==> src/rtl/calc_pkg.sv <==
// -----------------------------------------------------------------------------
// calc_pkg
// Purpose : Shared constants for the BCD calculator core: keypad codes for the
//           operator/control keys, FSM state encodings, operator encoding and a
//           small BCD helper.
// Ports   : none (package).
// Config  : none here; the subtract feature is selected in bcd_calc_core by
//           the CALC_SUB_EN macro.
// -----------------------------------------------------------------------------
package calc_pkg;

  // Keypad codes. Codes 0-9 are digits; C and D carry no meaning.
  localparam logic [3:0] KEY_ADD = 4'hA;
  localparam logic [3:0] KEY_SUB = 4'hB;
  localparam logic [3:0] KEY_EQ  = 4'hE;
  localparam logic [3:0] KEY_CLR = 4'hF;

  // FSM state codes, also driven out on the debug/LED state port.
  localparam logic [2:0] S_IDLE    = 3'd0;
  localparam logic [2:0] S_ENTER_A = 3'd1;
  localparam logic [2:0] S_ENTER_B = 3'd2;
  localparam logic [2:0] S_CALC    = 3'd3;
  localparam logic [2:0] S_CPL     = 3'd4;
  localparam logic [2:0] S_SHOW    = 3'd5;

  // Latched operator.
  localparam logic OP_ADD = 1'b0;
  localparam logic OP_SUB = 1'b1;

  // Nines complement of one BCD digit.
  function automatic logic [3:0] nines(input logic [3:0] d);
    return 4'd9 - d;
  endfunction

endpackage

==> src/rtl/bcd_digit_add.sv <==
// -----------------------------------------------------------------------------
// bcd_digit_add
// Purpose : Combinational single-digit BCD adder: a + b + carry-in gives one
//           BCD digit and a carry-out. Both inputs must be valid BCD (0-9).
// Ports   : a_i    [3:0] BCD digit
//           b_i    [3:0] BCD digit
//           cin_i        carry in
//           sum_o  [3:0] BCD sum digit
//           cout_o       carry out (decimal)
// -----------------------------------------------------------------------------
module bcd_digit_add (
  input  logic [3:0] a_i,
  input  logic [3:0] b_i,
  input  logic       cin_i,
  output logic [3:0] sum_o,
  output logic       cout_o
);

  logic [4:0] bin_sum;
  logic [4:0] adj_sum;

  always_comb begin
    bin_sum = {1'b0, a_i} + {1'b0, b_i} + {4'b0000, cin_i};
    // Binary sums above 9 wrap into the next decade: adding 6 skips the six
    // unused 4-bit codes, leaving the decimal digit in the low nibble.
    adj_sum = bin_sum + 5'd6;
    if (bin_sum > 5'd9) begin
      sum_o  = adj_sum[3:0];
      cout_o = 1'b1;
    end else begin
      sum_o  = bin_sum[3:0];
      cout_o = 1'b0;
    end
  end

endmodule

==> src/rtl/bcd_calc_core.sv <==
// -----------------------------------------------------------------------------
// bcd_calc_core
// Purpose : Multi-digit BCD calculator core. Collects two DIGITS-wide BCD
//           operands from keypad strokes, then adds (or subtracts) them one
//           digit per cycle through a single shared bcd_digit_add. A negative
//           subtraction result is turned into a magnitude by a second
//           digit-serial tens-complement pass.
// Ports   : clk              system clock
//           rst_n            asynchronous active-low reset
//           key      [3:0]   key code, meaningful only while key_valid=1
//           key_valid        one-cycle strobe per keypress
//           disp     [4D-1:0] display buffer, digit 0 = [3:0] = LSD
//           neg              result negative (disp holds magnitude)
//           ovf              result overflowed DIGITS digits
//           busy             digit-serial calculation in progress
//           state    [2:0]   FSM state code (calc_pkg S_* values)
// Params  : DIGITS  operand/result width in BCD digits, 1..8
// Config  : CALC_SUB_EN defined   -> B key subtracts, CPL pass and neg active.
//           CALC_SUB_EN undefined -> B key ignored, neg tied low.
// Strobe  : key is sampled on every rising clk edge where key_valid=1; each
//           such edge is one keypress. There is no back-pressure: keys other
//           than F that arrive while busy=1 are dropped.
// -----------------------------------------------------------------------------
module bcd_calc_core
  import calc_pkg::*;
#(
  parameter int DIGITS = 4
) (
  input  logic                  clk,
  input  logic                  rst_n,
  input  logic [3:0]            key,
  input  logic                  key_valid,
  output logic [DIGITS*4-1:0]   disp,
  output logic                  neg,
  output logic                  ovf,
  output logic                  busy,
  output logic [2:0]            state
);

  localparam int         W    = DIGITS * 4;
  localparam logic [3:0] LAST = 4'(DIGITS - 1);

`ifdef CALC_SUB_EN
  localparam logic SUB_EN = 1'b1;
`else
  localparam logic SUB_EN = 1'b0;
`endif

  // Operand entry: shift a new LSD in, dropping the old top digit slot.
  function automatic logic [W-1:0] shift_in(input logic [W-1:0] v,
                                            input logic [3:0]   d);
    logic [W+3:0] t;
    t = {v, d};
    return t[W-1:0];
  endfunction

  logic [W-1:0] a_q, a_d;
  logic [W-1:0] b_q, b_d;
  logic [W-1:0] r_q, r_d;
  logic         op_q, op_d;
  logic         neg_q, neg_d;
  logic         ovf_q, ovf_d;
  logic         carry_q, carry_d;
  logic [2:0]   state_q, state_d;
  logic [3:0]   cnt_q, cnt_d;

  // Key decode
  logic key_digit, key_op, key_eq, key_clr;
  logic key_opcode;

  always_comb begin
    key_digit  = key_valid && (key <= 4'd9);
    key_op     = key_valid && ((key == KEY_ADD) || (SUB_EN && (key == KEY_SUB)));
    key_eq     = key_valid && (key == KEY_EQ);
    key_clr    = key_valid && (key == KEY_CLR);
    key_opcode = (key == KEY_SUB) ? OP_SUB : OP_ADD;
  end

  // Shared digit adder. During CALC it sees A[cnt] and B[cnt] (or nines(B)
  // for subtraction); during CPL it sees nines(R[cnt]) + 0 with the carry
  // seeded to 1, which forms the tens complement of R.
  logic [3:0] a_dig, b_dig, r_dig;
  logic [3:0] add_x, add_y, add_sum;
  logic       add_cout;

  always_comb begin
    a_dig = a_q[cnt_q*4 +: 4];
    b_dig = b_q[cnt_q*4 +: 4];
    r_dig = r_q[cnt_q*4 +: 4];
    if (state_q == S_CPL) begin
      add_x = nines(r_dig);
      add_y = 4'd0;
    end else begin
      add_x = a_dig;
      add_y = (op_q == OP_SUB) ? nines(b_dig) : b_dig;
    end
  end

  bcd_digit_add u_add (
    .a_i    (add_x),
    .b_i    (add_y),
    .cin_i  (carry_q),
    .sum_o  (add_sum),
    .cout_o (add_cout)
  );

  // Next-state logic
  always_comb begin
    a_d     = a_q;
    b_d     = b_q;
    r_d     = r_q;
    op_d    = op_q;
    neg_d   = neg_q;
    ovf_d   = ovf_q;
    carry_d = carry_q;
    state_d = state_q;
    cnt_d   = cnt_q;

    if (key_clr) begin
      // Clear wins in every state, including mid-calculation.
      a_d     = '0;
      b_d     = '0;
      r_d     = '0;
      op_d    = OP_ADD;
      neg_d   = 1'b0;
      ovf_d   = 1'b0;
      carry_d = 1'b0;
      cnt_d   = 4'd0;
      state_d = S_IDLE;
    end else begin
      case (state_q)
        S_IDLE: begin
          if (key_digit) begin
            a_d     = W'(key);
            state_d = S_ENTER_A;
          end else if (key_op) begin
            a_d     = '0;
            b_d     = '0;
            op_d    = key_opcode;
            state_d = S_ENTER_B;
          end
        end

        S_ENTER_A: begin
          if (key_digit) begin
            // A full operand (nonzero top digit) drops further digits;
            // leading zeros do not fill it.
            if (a_q[W-1 -: 4] == 4'd0) a_d = shift_in(a_q, key);
          end else if (key_op) begin
            b_d     = '0;
            op_d    = key_opcode;
            state_d = S_ENTER_B;
          end
        end

        S_ENTER_B: begin
          if (key_digit) begin
            if (b_q[W-1 -: 4] == 4'd0) b_d = shift_in(b_q, key);
          end else if (key_op) begin
            op_d = key_opcode;
          end else if (key_eq) begin
            // Subtraction is A + nines(B) + 1.
            carry_d = (op_q == OP_SUB);
            cnt_d   = 4'd0;
            neg_d   = 1'b0;
            ovf_d   = 1'b0;
            state_d = S_CALC;
          end
        end

        S_CALC: begin
          r_d[cnt_q*4 +: 4] = add_sum;
          carry_d           = add_cout;
          cnt_d             = cnt_q + 4'd1;
          if (cnt_q == LAST) begin
            cnt_d = 4'd0;
            if (op_q == OP_ADD) begin
              ovf_d   = add_cout;
              state_d = S_SHOW;
            end else if (add_cout) begin
              // Carry out of A + nines(B) + 1 means A >= B.
              state_d = S_SHOW;
            end else begin
              // No carry: R holds the tens complement of |A - B|.
              carry_d = 1'b1;
              state_d = S_CPL;
            end
          end
        end

        S_CPL: begin
          r_d[cnt_q*4 +: 4] = add_sum;
          carry_d           = add_cout;
          cnt_d             = cnt_q + 4'd1;
          if (cnt_q == LAST) begin
            cnt_d   = 4'd0;
            carry_d = 1'b0;
            neg_d   = 1'b1;
            state_d = S_SHOW;
          end
        end

        S_SHOW: begin
          if (key_digit) begin
            neg_d   = 1'b0;
            ovf_d   = 1'b0;
            a_d     = W'(key);
            state_d = S_ENTER_A;
          end else if (key_op && !neg_q && !ovf_q) begin
            // Chain: the shown result becomes the next left operand.
            a_d     = r_q;
            b_d     = '0;
            op_d    = key_opcode;
            state_d = S_ENTER_B;
          end
        end

        default: state_d = S_IDLE;
      endcase
    end
  end

  always_ff @(posedge clk or negedge rst_n) begin
    if (!rst_n) begin
      a_q     <= '0;
      b_q     <= '0;
      r_q     <= '0;
      op_q    <= OP_ADD;
      neg_q   <= 1'b0;
      ovf_q   <= 1'b0;
      carry_q <= 1'b0;
      cnt_q   <= 4'd0;
      state_q <= S_IDLE;
    end else begin
      a_q     <= a_d;
      b_q     <= b_d;
      r_q     <= r_d;
      op_q    <= op_d;
      neg_q   <= neg_d;
      ovf_q   <= ovf_d;
      carry_q <= carry_d;
      cnt_q   <= cnt_d;
      state_q <= state_d;
    end
  end

  // Display source follows the operand being edited; B stays on screen while
  // the calculation runs so R can be built in place.
  always_comb begin
    case (state_q)
      S_IDLE, S_ENTER_A:         disp = a_q;
      S_ENTER_B, S_CALC, S_CPL:  disp = b_q;
      S_SHOW:                    disp = r_q;
      default:                   disp = a_q;
    endcase
  end

  assign busy  = (state_q == S_CALC) || (state_q == S_CPL);
  assign ovf   = ovf_q;
  assign state = state_q;

`ifdef CALC_SUB_EN
  assign neg = neg_q;
`else
  assign neg = 1'b0;
`endif

endmodule

==> config.mk <==
export PLATFORM = sky130hd
export DESIGN_NAME = bcd_calc_core
export DESIGN_NICKNAME = d
export VERILOG_FILES = /design/src/rtl/calc_pkg.sv /design/src/rtl/bcd_digit_add.sv /design/src/rtl/bcd_calc_core.sv
export SDC_FILE = /design/constraint.sdc
export NUM_CORES = 1
export LEC_CHECK = 0
export ABC_AREA = 1
export CORE_MARGIN = 5
export CORE_UTILIZATION = 50
export DETAILED_ROUTE_END_ITERATION = 10
export DONT_BUFFER_PORTS = 1
export HOLD_SLACK_MARGIN = 0.15
export SYNTH_ARGS = -nofsm -noshare
export SYNTH_HDL_FRONTEND = slang
export SYNTH_SLANG_ARGS = --single-unit
==> constraint.sdc <==
create_clock -name clk -period 7.1 [get_ports clk]
set_input_delay 0.355 -clock clk [delete_from_list [all_inputs] [get_ports clk]]
set_output_delay 0.355 -clock clk [all_outputs]
set_load 0.01 [all_outputs]
==> out/metrics.cfg, run 1 <==
[power]
p_comb_frac = 0.637
power_mw = 2.25
powerDensity_mw_per_mm2 = 503
pwr-share-seq = 0.239
swShare = 0.555
clkPwrFrac = 0.124
max-vdd-ir-drop_mv = 0.562
p_leak_nw = 2.07
p_switching_mw = 1.25
cellInternalPower_mw = 1.00

[timing]
finalSetupTns_ns = 0
rsz0062_at_grt = false
max_freq_mhz = 249
period_needed_ns = 4.01
finalHoldViolCount = 0
min_period_over_period = 0.565
slew_violations = 0
fin_hold_ws_ns = 0.151
tightest_slew_ns = 0.983
fin_worst_skew_ns = 0.00683
setup_violations = 0
maxSlewHeadroom = 0.343

[floorplan]
io_pins = 29
design.core.area_mm2 = 0.00826
num_rows = 33
die_w_um = 102
die_y_um = 102
die-area_mm2 = 0.0105
initial_utilization = 0.517

[synthesis]
synth_edf_count = 0
ys_seq_area_frac = 0.346
avgSynthCellArea_um2 = 6.76
yosys_register_bits = 59
async_reset_ff_frac = 1.00
yosysWarnings = 0
synth_cell_types = 39
ys.flop_type = dfrtp_1
syn-num-nets = 650
synth_area_mm2 = 0.00427
synthCells = 631

[setup_path]
reg2reg_from = cnt_q[0]$_DFFE_PN0P_
reg2reg_to = r_q[5]$_DFFE_PN0P_
crit_required_ns = 7.39
endpoint = r_q[5]$_DFFE_PN0P_
worst-r2r-cell-count = 21
worst-path-max-fanout = 45
endpoint_kind = register
critical_path_arrival_ns = 4.29
worstSetupPathType = reg2reg
crit_start = cnt_q[0]$_DFFE_PN0P_
r2r_slack_ns = 3.09
cp-start-kind = register

[cells_and_area]
antenna_cells = 0
nNetsFinal = 636
fill_cells = 815
multi_input_area_mm2 = 0.00236
final_util = 0.542
final_common_cell = nand2_1
layout_common_cells = nand2_1, inv_1, dfrtp_1
synthToLayoutAreaGrowth_pct = 4.93
seqCellArea_mm2 = 0.00148
drive_gt1_frac = 0.0677

[clocking]
root_buffer = clkbuf_8
cts_sinks = 59
cts_made_buffers = 9
cts.clk_slew.worst_paths_ns = 0.07
cts_tree = done
clk_path_buf_depth = 2
clk_latency_ns = 0.35
htree_levels = 3

[detailed_routing]
wl_per_cell_um = 17.5
drcViolationCount = 0
via_per_inst = 5.78
drt_iter0_drc = 310
vias = 4191
wl_um = 12700
drt-pass1-iter-count = 6
antenna_left = 0

[run_status]
outcome = finished clean

[grt]
grt_max_degree = 60
overflow = 0
grt_pass1_vias = 3919
antenna_found_initial = 0
grt_first_pass_wirelength_um = 20700
grtUsageTotal = 0.255

[place]
portBuffers = 0
dpl.hpwl_um = 9440
gp_congestion = 0.912

[job]
drv_cap = 0

[min_path]
hp-class = in2reg

==> synth_stat cells, types with 4 or more instances <==
master    count  share of area
nor2_4        4          0.011
nor3_1        6         0.0070
buf_2        12          0.014
a21oi_1      29          0.034
clkbuf_1     11         0.0097
nand3_1      38          0.045
o21ai_1      34          0.040
o21ai_0      46          0.054
nand4_1       9          0.013
ha_1         10          0.029
nor2_1       34          0.030
o211ai_1      4         0.0070
inv_2         6         0.0053
inv_1        69          0.061
nand2_1     189           0.17
dfrtp_1      59           0.35
o221ai_1     11          0.023
nand3_2       4         0.0094
o22ai_1      20          0.029
nand2_2       5         0.0073
==> per-stage QoR <==
stage / worst slack (ns) / cell area (um2) / instances
finish: 3.09 / 4480 / 725
global route: 2.69 / 4480 / 725
detailed placement: 3.16 / 4260 / 708
floorplan: 3.75 / 4270 / 631
CTS: 3.14 / 4480 / 725
global placement: 3.30 / 4260 / 708
==> routing by layer <==
layer,GRT usage,share of wire,up-vias
li1,-,-,2070
met1,0.367,0.47,1958
met2,0.392,0.45,139
met3,0.0437,0.068,24
met4,0.0807,0.018,0
met5,0,0,-
==> area by class of cell <==
type / instances / area share
clock buffers: 11 / 0.0338
clock inverters: 3 / 0.00335
flip-flops and latches: 59 / 0.330
inverters: 76 / 0.0643
well taps: 105 / 0.0293
repair buffers: 4 / 0.0123
multi-input cells: 467 / 0.527
==> critical path: stages (launching register included) <==
cell and delay, ns:
dfrtp_1 0.32, buf_4 0.36, inv_1 0.37, a21oi_1 0.20, o21ai_0 0.10, nand2_1 0.08, nand2_1 0.08, o21ai_0 0.19
a21oi_1 0.07, fa_1 0.41, inv_1 0.09, fa_1 0.49, ha_1 0.24, inv_1 0.07, a21oi_1 0.04, a21oi_1 0.12
nand2_1 0.10, nand2_1 0.19, nand2_1 0.08, nand2_1 0.15, nand4_1 0.11, nand2_1 0.08
==> flip-flops by register name, indices dropped and copies added, names as in the netlist <==
signal and flops:
b_q 16, a_q 16, op_q 1, ovf 1, carry_q 1, state 3
neg_q 1, r_q 16, cnt_q 4
==> cell families (layout without fill, tap and decap cells) <==
kind of cell / Yosys count / count (layout) / synth area share
compound gates: 157 / 157 / 0.211
other cells: 1 / 1 / 0.000879
buf+inv: 105 / 94 / 0.101
simple gates: 296 / 296 / 0.300
flops: 59 / 59 / 0.346
xor+xnor: 1 / 1 / 0.00205
fa+ha+maj: 12 / 12 / 0.0387
==> worst min-delay path by stage <==
| stage | start | end | slack [ns] | cells after the start |
|---|---|---|---|---|
| global route | key[1] | b_q[1]$_DFFE_PN0P_ | 0.17 | 2 |
| floorplan | rst_n | a_q[0]$_DFFE_PN0P_ | 0.06 | 0 |
| detailed placement | rst_n | b_q[14]$_DFFE_PN0P_ | 0.06 | 0 |
| global placement | rst_n | b_q[9]$_DFFE_PN0P_ | 0.06 | 0 |
| CTS | key[1] | b_q[1]$_DFFE_PN0P_ | 0.15 | 2 |
| finish | key[1] | b_q[1]$_DFFE_PN0P_ | 0.15 | 2 |
==> power by group through the flow <==
stage / Clock (mW) / Sequential, mW / Combinational [mW]
after detailed placement: 0 / 0.544 / 1.40
final: 0.280 / 0.538 / 1.44
after global placement: 0 / 0.544 / 1.38
after floorplan: 0 / 0.498 / 1.13
after CTS: 0.282 / 0.537 / 1.42
after global routing: 0.295 / 0.551 / 1.63
==> repair_timing <==
item	4_1_cts	5_1_grt
endpoints found under the hold margin	60	0
hold buffers	3	0
buffers inserted	0	0
gates resized for setup	0	0
(Power assumes the default switching activity.)
==> run 2: changes to the inputs <==
Settings changed: ABC_AREA 1 to 0, PLACE_DENSITY set to 0.68.
Clock period 7.1 ns to 3.5 ns, I/O delays scaled along.
==> run 2 against run 1 <==
The run now ends with setup timing left. Clock skew increased by 0.0018 ns. Power increased by 140%. Worst hold slack improved by 0.019 ns. Wire length increased by 12%. Utilization increased by 6.5 points. Maximum frequency increased by 11%. Count of clock-buffer cells in the layout increased by 1. Synthesized area increased by 6.1%. Cell area increased by 19%. Synthesized cell count decreased by 15%. Via count increased by 4.2%. Critical endpoint is now r_q[2]$_DFFE_PN0P_.
==> out/metrics.cfg, run 2 <==
[synthesis]
async_reset_ff_frac = 1.00
synth.top_cell.area_share = 0.326
synth_edf_count = 0
synth_top_cells_by_count = nand2_1, dfrtp_1, o21ai_0, nor2_1, a21oi_1
ys_seq_area_frac = 0.326
syn-num-nets = 556
synth_cell_types = 63
synth_most_common_cell = nand2_1
synth_top_area_cell = dfrtp_1
yosys_register_bits = 59
yosysWarnings = 0
ys_top_cells_by_area = dfrtp_1, nand2_1, mux4_2, o21ai_0, mux2i_1
synth_area_mm2 = 0.00453
avgSynthCellArea_um2 = 8.43
ys.flop_type = dfrtp_1
synthCells = 537

[timing]
tightest_slew_ns = 0.694
finalSetupTns_ns = -1.01
setup_violations = 11
max_freq_mhz = 276
fin_ws_ns = -0.122
period_needed_ns = 3.62
min_period_over_period = 1.03
slew_violations = 0
finalHoldViolCount = 0
rsz0062_at_grt = true
maxSlewHeadroom = 0.536
fin_worst_skew_ns = 0.00863

[floorplan]
initial_utilization = 0.517
design.core.area_mm2 = 0.00876
num_rows = 34
io_pins = 29
die_w_um = 105
die-area_mm2 = 0.0111
die_y_um = 105

[place]
portBuffers = 0
dpl.hpwl_um = 10000
dp_slack_ns = -0.347
dpl_cell_area_mm2 = 0.00494
gp_congestion = 0.899

[cells_and_area]
synthToLayoutAreaGrowth_pct = 17.5
antenna_cells = 0
stdcell_area_mm2 = 0.00532
final_common_cell = nand2_1
final_util = 0.607
reg_top3 = a_q x16, b_q x16, r_q x16
layout_common_cells = nand2_1, buf_4, dfrtp_1
drive_gt1_frac = 0.240
nNetsFinal = 594

[setup_path]
r2r_slack_ns = -0.12
cpMostUsedCell = fa_2
cp-start-kind = register
slowest_delay_ns = 0.49
endpoint_kind = register
path_cells = buf_6 > mux4_2 > a31o_4 > fa_2 > inv_2 > fa_2 > xor2_4 > ha_2 > nand2_1 > a32o_2 > o311ai_4 > mux2i_2 > mux2i_1 > nor2_1
crit_required_ns = 3.78
critical_path_arrival_ns = 3.91
worst-path-max-fanout = 5
critPathBufInv = 2
worst-r2r-cell-count = 14
reg2reg_from = cnt_q[1]$_DFFE_PN0P_
worstSetupPathType = reg2reg
critical-path-top-delay-family = multiplexers
reg2reg_to = r_q[2]$_DFFE_PN0P_
slowest_stage = mux4_2

[detailed_routing]
drt-pass1-iter-count = 5
vias = 4368
drcViolationCount = 0
wl_um = 14100
drt_iter0_drc = 334
via_per_inst = 6.37
antenna_left = 0
wl_per_cell_um = 20.6

[clocking]
cts_made_buffers = 9
cts_sinks = 59
clk_latency_ns = 0.35
cts_tree = done
cts.clk_slew.worst_paths_ns = 0.07
root_buffer = clkbuf_8
clk_path_buf_depth = 2
htree_levels = 3

[power]
powerDensity_mw_per_mm2 = 1030
p_leak_nw = 2.23
max-vdd-ir-drop_mv = 0.629

[min_path]
min_delay_path_depth = 2
hold_start = key[0]
hp-class = in2reg
holdPathEnd = neg_q$_DFFE_PN0P_

[job]
drv_cap = 0

[grt]
grt_first_pass_wirelength_um = 23000
grt_pass1_vias = 4231
antenna_found_initial = 0
grtUsageTotal = 0.261
overflow = 0
grt_max_degree = 60

[run_status]
violations = setup timing
outcome = finished with violations

[run 2: changes by cell type after synthesis, sizes merged, moves of 12 or more]
| cell | before | now |
|---|---|---|
| nand2 | 195 | 83 |
| inv | 76 | 29 |
| mux2i | 0 | 22 |
| o22ai | 20 | 0 |
| nand3 | 42 | 24 |
| o31ai | 0 | 16 |
| o21ai | 82 | 69 |
| mux4 | 0 | 12 |
[run 2: kinds of logic after synthesis]
group,after synthesis,share of synthesized area
buffers and inverters,70,0.0658
other,1,0.000828
AO/OA/AOI/OAI,166,0.255
multiplexers,36,0.113
flip-flops,59,0.326
adder cells (fa/ha/maj),12,0.0365
XOR/XNOR,6,0.0116
AND/OR/NAND/NOR,187,0.191
[run 2: metal layers]
layer / track usage / vias up / part of all wire
met5: 0 / - / 0
met4: 0.120 / 0 / 0.043
met3: 0.0580 / 44 / 0.089
met2: 0.399 / 246 / 0.45
met1: 0.353 / 2080 / 0.41
li1: - / 1998 / -
[run 2: worst max path at each step]
stage	cells past startpoint	slack, ns	from	to
after global routing	15	-0.30	cnt_q[1]$_DFFE_PN0P_	r_q[9]$_DFFE_PN0P_
after detailed placement	14	-0.35	cnt_q[1]$_DFFE_PN0P_	r_q[10]$_DFFE_PN0P_
after CTS	15	-0.13	cnt_q[1]$_DFFE_PN0P_	r_q[9]$_DFFE_PN0P_
final	14	-0.12	cnt_q[1]$_DFFE_PN0P_	r_q[2]$_DFFE_PN0P_
after floorplan	16	-0.13	cnt_q[1]$_DFFE_PN0P_	carry_q$_DFFE_PN0P_
after global placement	14	-0.22	cnt_q[1]$_DFFE_PN0P_	r_q[2]$_DFFE_PN0P_
[run 2: layout make-up]
type                            instances  area [um2]
Sequential cell                        59        1480
Fill cell                             770        3440
Inverter                               29         111
Timing Repair Buffer                   68         547
Clock inverter                          2        35.0
Clock buffer                           12         165
Multi-Input combinational cell        408        2850
Tap cell                              108         135
[run 2: stage by stage]
| stage | instances | hold slack, ns | power [mW] |
|---|---|---|---|
| 4_1_cts | 685 | 0.153 | 5.39 |
| 3_5_place_dp | 660 | -0.119 | 4.47 |
| 3_3_place_gp | 660 | -0.119 | 4.38 |
| 5_1_grt | 686 | 0.165 | 5.85 |
| 6_report | 686 | 0.170 | 5.47 |
| 2_1_floorplan | 537 | -0.121 | 3.47 |
[run 2: timing repair]
item	CTS	global route
cloned	0	0
setup endpoints to repair	13	15
hold endpoints to repair	65	0
pin swaps	6	3
resized for setup	8	4
hold buffers	6	0
setup buffers	5	1
[run 2: power breakdown]
part           internal [mW]  leakage [nW]  switching [mW]
logic                   1.57          1.34            2.07
registers              0.920         0.793           0.253
clock network          0.378         0.104           0.282
total                   2.87          2.23            2.61
==> run 3: changes to the inputs <==
--- a/constraint.sdc
+++ b/constraint.sdc
@@ -3,2 +3,2 @@
 set_output_delay 0.175 -clock clk [all_outputs]
-set_load 0.01 [all_outputs]
+set_load 0.005 [all_outputs]
==> run 3 against run 2 <==
The run still ends with setup timing left. Sequential share of layout area hardly changed. Sequential power is essentially flat. Combinational power grew 1%. Critical path type unchanged. Largest cell class unchanged.
==> out/metrics.cfg, run 3 (synthesized netlist as in run 2, its figures left out) <==
[place]
dpl.hpwl_um = 10100
dp_cells = 658
dp_slack_ns = -0.293
gp_congestion = 0.919
portBuffers = 0
dpl_cell_area_mm2 = 0.00492

[grt]
grt_first_pass_wirelength_um = 23100
grtUsageTotal = 0.262
grt_pass1_vias = 4284
overflow = 0
grt_max_degree = 60
antenna_found_initial = 0

[timing]
tightest_slew_ns = 0.694
finalHoldViolCount = 0
rsz0062_at_grt = true
period_needed_ns = 3.62
fin_ws_ns = -0.122
min_period_over_period = 1.03
maxSlewHeadroom = 0.536
setup_violations = 11
fin_worst_skew_ns = 0.0140
slew_violations = 0
max_freq_mhz = 276

[clocking]
cts_made_buffers = 9
clk_path_buf_depth = 2
cts_tree = done
root_buffer = clkbuf_8
cts_sinks = 59
htree_levels = 3
clk_latency_ns = 0.36
cts.clk_slew.worst_paths_ns = 0.08

[run_status]
violations = setup timing
outcome = finished with violations

[setup_path]
cp-start-kind = register
crit_start = cnt_q[1]$_DFFE_PN0P_
worst-path-max-fanout = 6
critical_path_arrival_ns = 3.90
worst-r2r-cell-count = 13
r2r_slack_ns = -0.12
worstSetupPathType = reg2reg
crit_required_ns = 3.78
endpoint_kind = register
endpoint = carry_q$_DFFE_PN0P_
reg2reg_to = carry_q$_DFFE_PN0P_
reg2reg_from = cnt_q[1]$_DFFE_PN0P_

[cells_and_area]
fill_cells = 741
drive_gt1_frac = 0.237
stdcell_area_mm2 = 0.00533
nNetsFinal = 591
reg_top3 = a_q x16, b_q x16, r_q x16
layout_common_cells = nand2_1, dfrtp_1, buf_4
final_cells = 685
final_common_cell = nand2_1
synthToLayoutAreaGrowth_pct = 17.6
antenna_cells = 0

[detailed_routing]
antenna_left = 0
via_per_inst = 6.34
wl_per_cell_um = 20.7
drcViolationCount = 0
drt_iter0_drc = 407
wl_um = 14200
vias = 4344
drt-pass1-iter-count = 5

[power]
powerDensity_mw_per_mm2 = 1050
max-vdd-ir-drop_mv = 0.494
p_leak_nw = 2.23

[floorplan]
io_pins = 29
design.core.area_mm2 = 0.00876
initial_utilization = 0.517
num_rows = 34
die-area_mm2 = 0.0111
die_w_um = 105
die_y_um = 105

[min_path]
hp-class = in2reg

[job]
drv_cap = 0

## run 3: cell types whose count changed in the layout (fill, tap and decap cells not counted), sizes merged
cell      previous run  this run
buf                 63        60
clkinvlp             0         2
clkinv               1         2
clkbuf              12        10
bufinv               1         2
## run 3: repair_timing
item                       4_1_cts  5_1_grt
hold endpoints to repair        66        0
hold buffers                     6        0
resized for setup                4       10
setup buffers                    3        2
setup endpoints to repair       13       15
pin swaps                        4        3
cloned                           0        0
## run 3: area by class of cell
cell class | instances | area [um2] | share of cell area
repair buffers | 65 | 541 | 0.101
clock buffers | 10 | 138 | 0.0258
multi-input cells | 408 | 2840 | 0.533
clock inverters | 6 | 88.8 | 0.0167
inverters | 29 | 109 | 0.0204
flip-flops and latches | 59 | 1480 | 0.278
well taps | 108 | 135 | 0.0254
## run 3: power by group
part,leakage (nW),internal [mW],switching (mW)
registers,0.793,0.919,0.264
logic,1.33,1.65,2.03
clock network,0.108,0.420,0.314
total,2.23,2.98,2.61
## run 3: how the worst min path moves through the flow
| stage | from | endpoint | slack (ns) | depth (start not counted) |
|---|---|---|---|---|
| global placement | rst_n | b_q[3]$_DFFE_PN0P_ | -0.12 | 0 |
| finish | key_valid | a_q[3]$_DFFE_PN0P_ | 0.18 | 3 |
| floorplan | rst_n | a_q[0]$_DFFE_PN0P_ | -0.12 | 0 |
| detailed placement | rst_n | b_q[3]$_DFFE_PN0P_ | -0.12 | 0 |
| CTS | key_valid | a_q[3]$_DFFE_PN0P_ | 0.18 | 3 |
| global route | key_valid | a_q[3]$_DFFE_PN0P_ | 0.21 | 3 |
## run 3: worst max-delay path: stages, from the launching register on
cell,delay (ns)
dfrtp_2,0.46
mux4_2,0.53
a31o_2,0.28
fa_2,0.37
inv_2,0.06
fa_2,0.25
xor2_4,0.21
ha_2,0.20
nand2_1,0.05
a32o_2,0.24
o311ai_4,0.32
a21oi_1,0.11
or3_1,0.34
a21oi_1,0.12
## run 3: layer usage
layer  global-route usage  vias to the layer above  routed length, um
li1                     -                     2002                  -
met3               0.0530                       23               1080
met1                0.352                     2116               5840
met4                0.105                        0                350
met2                0.415                      203               6900
met5                    0                        -                  0
## run 3: per-stage QoR
step	util	hold slack [ns]	total power [mW]	TNS, ns
global route	0.608	0.207	5.97	-2.19
floorplan	-	-0.121	3.41	-0.277
global placement	0.561	-0.119	4.33	-1.47
finish	0.608	0.185	5.59	-0.929
detailed placement	0.561	-0.119	4.44	-2.55
CTS	0.600	0.177	5.28	-0.595
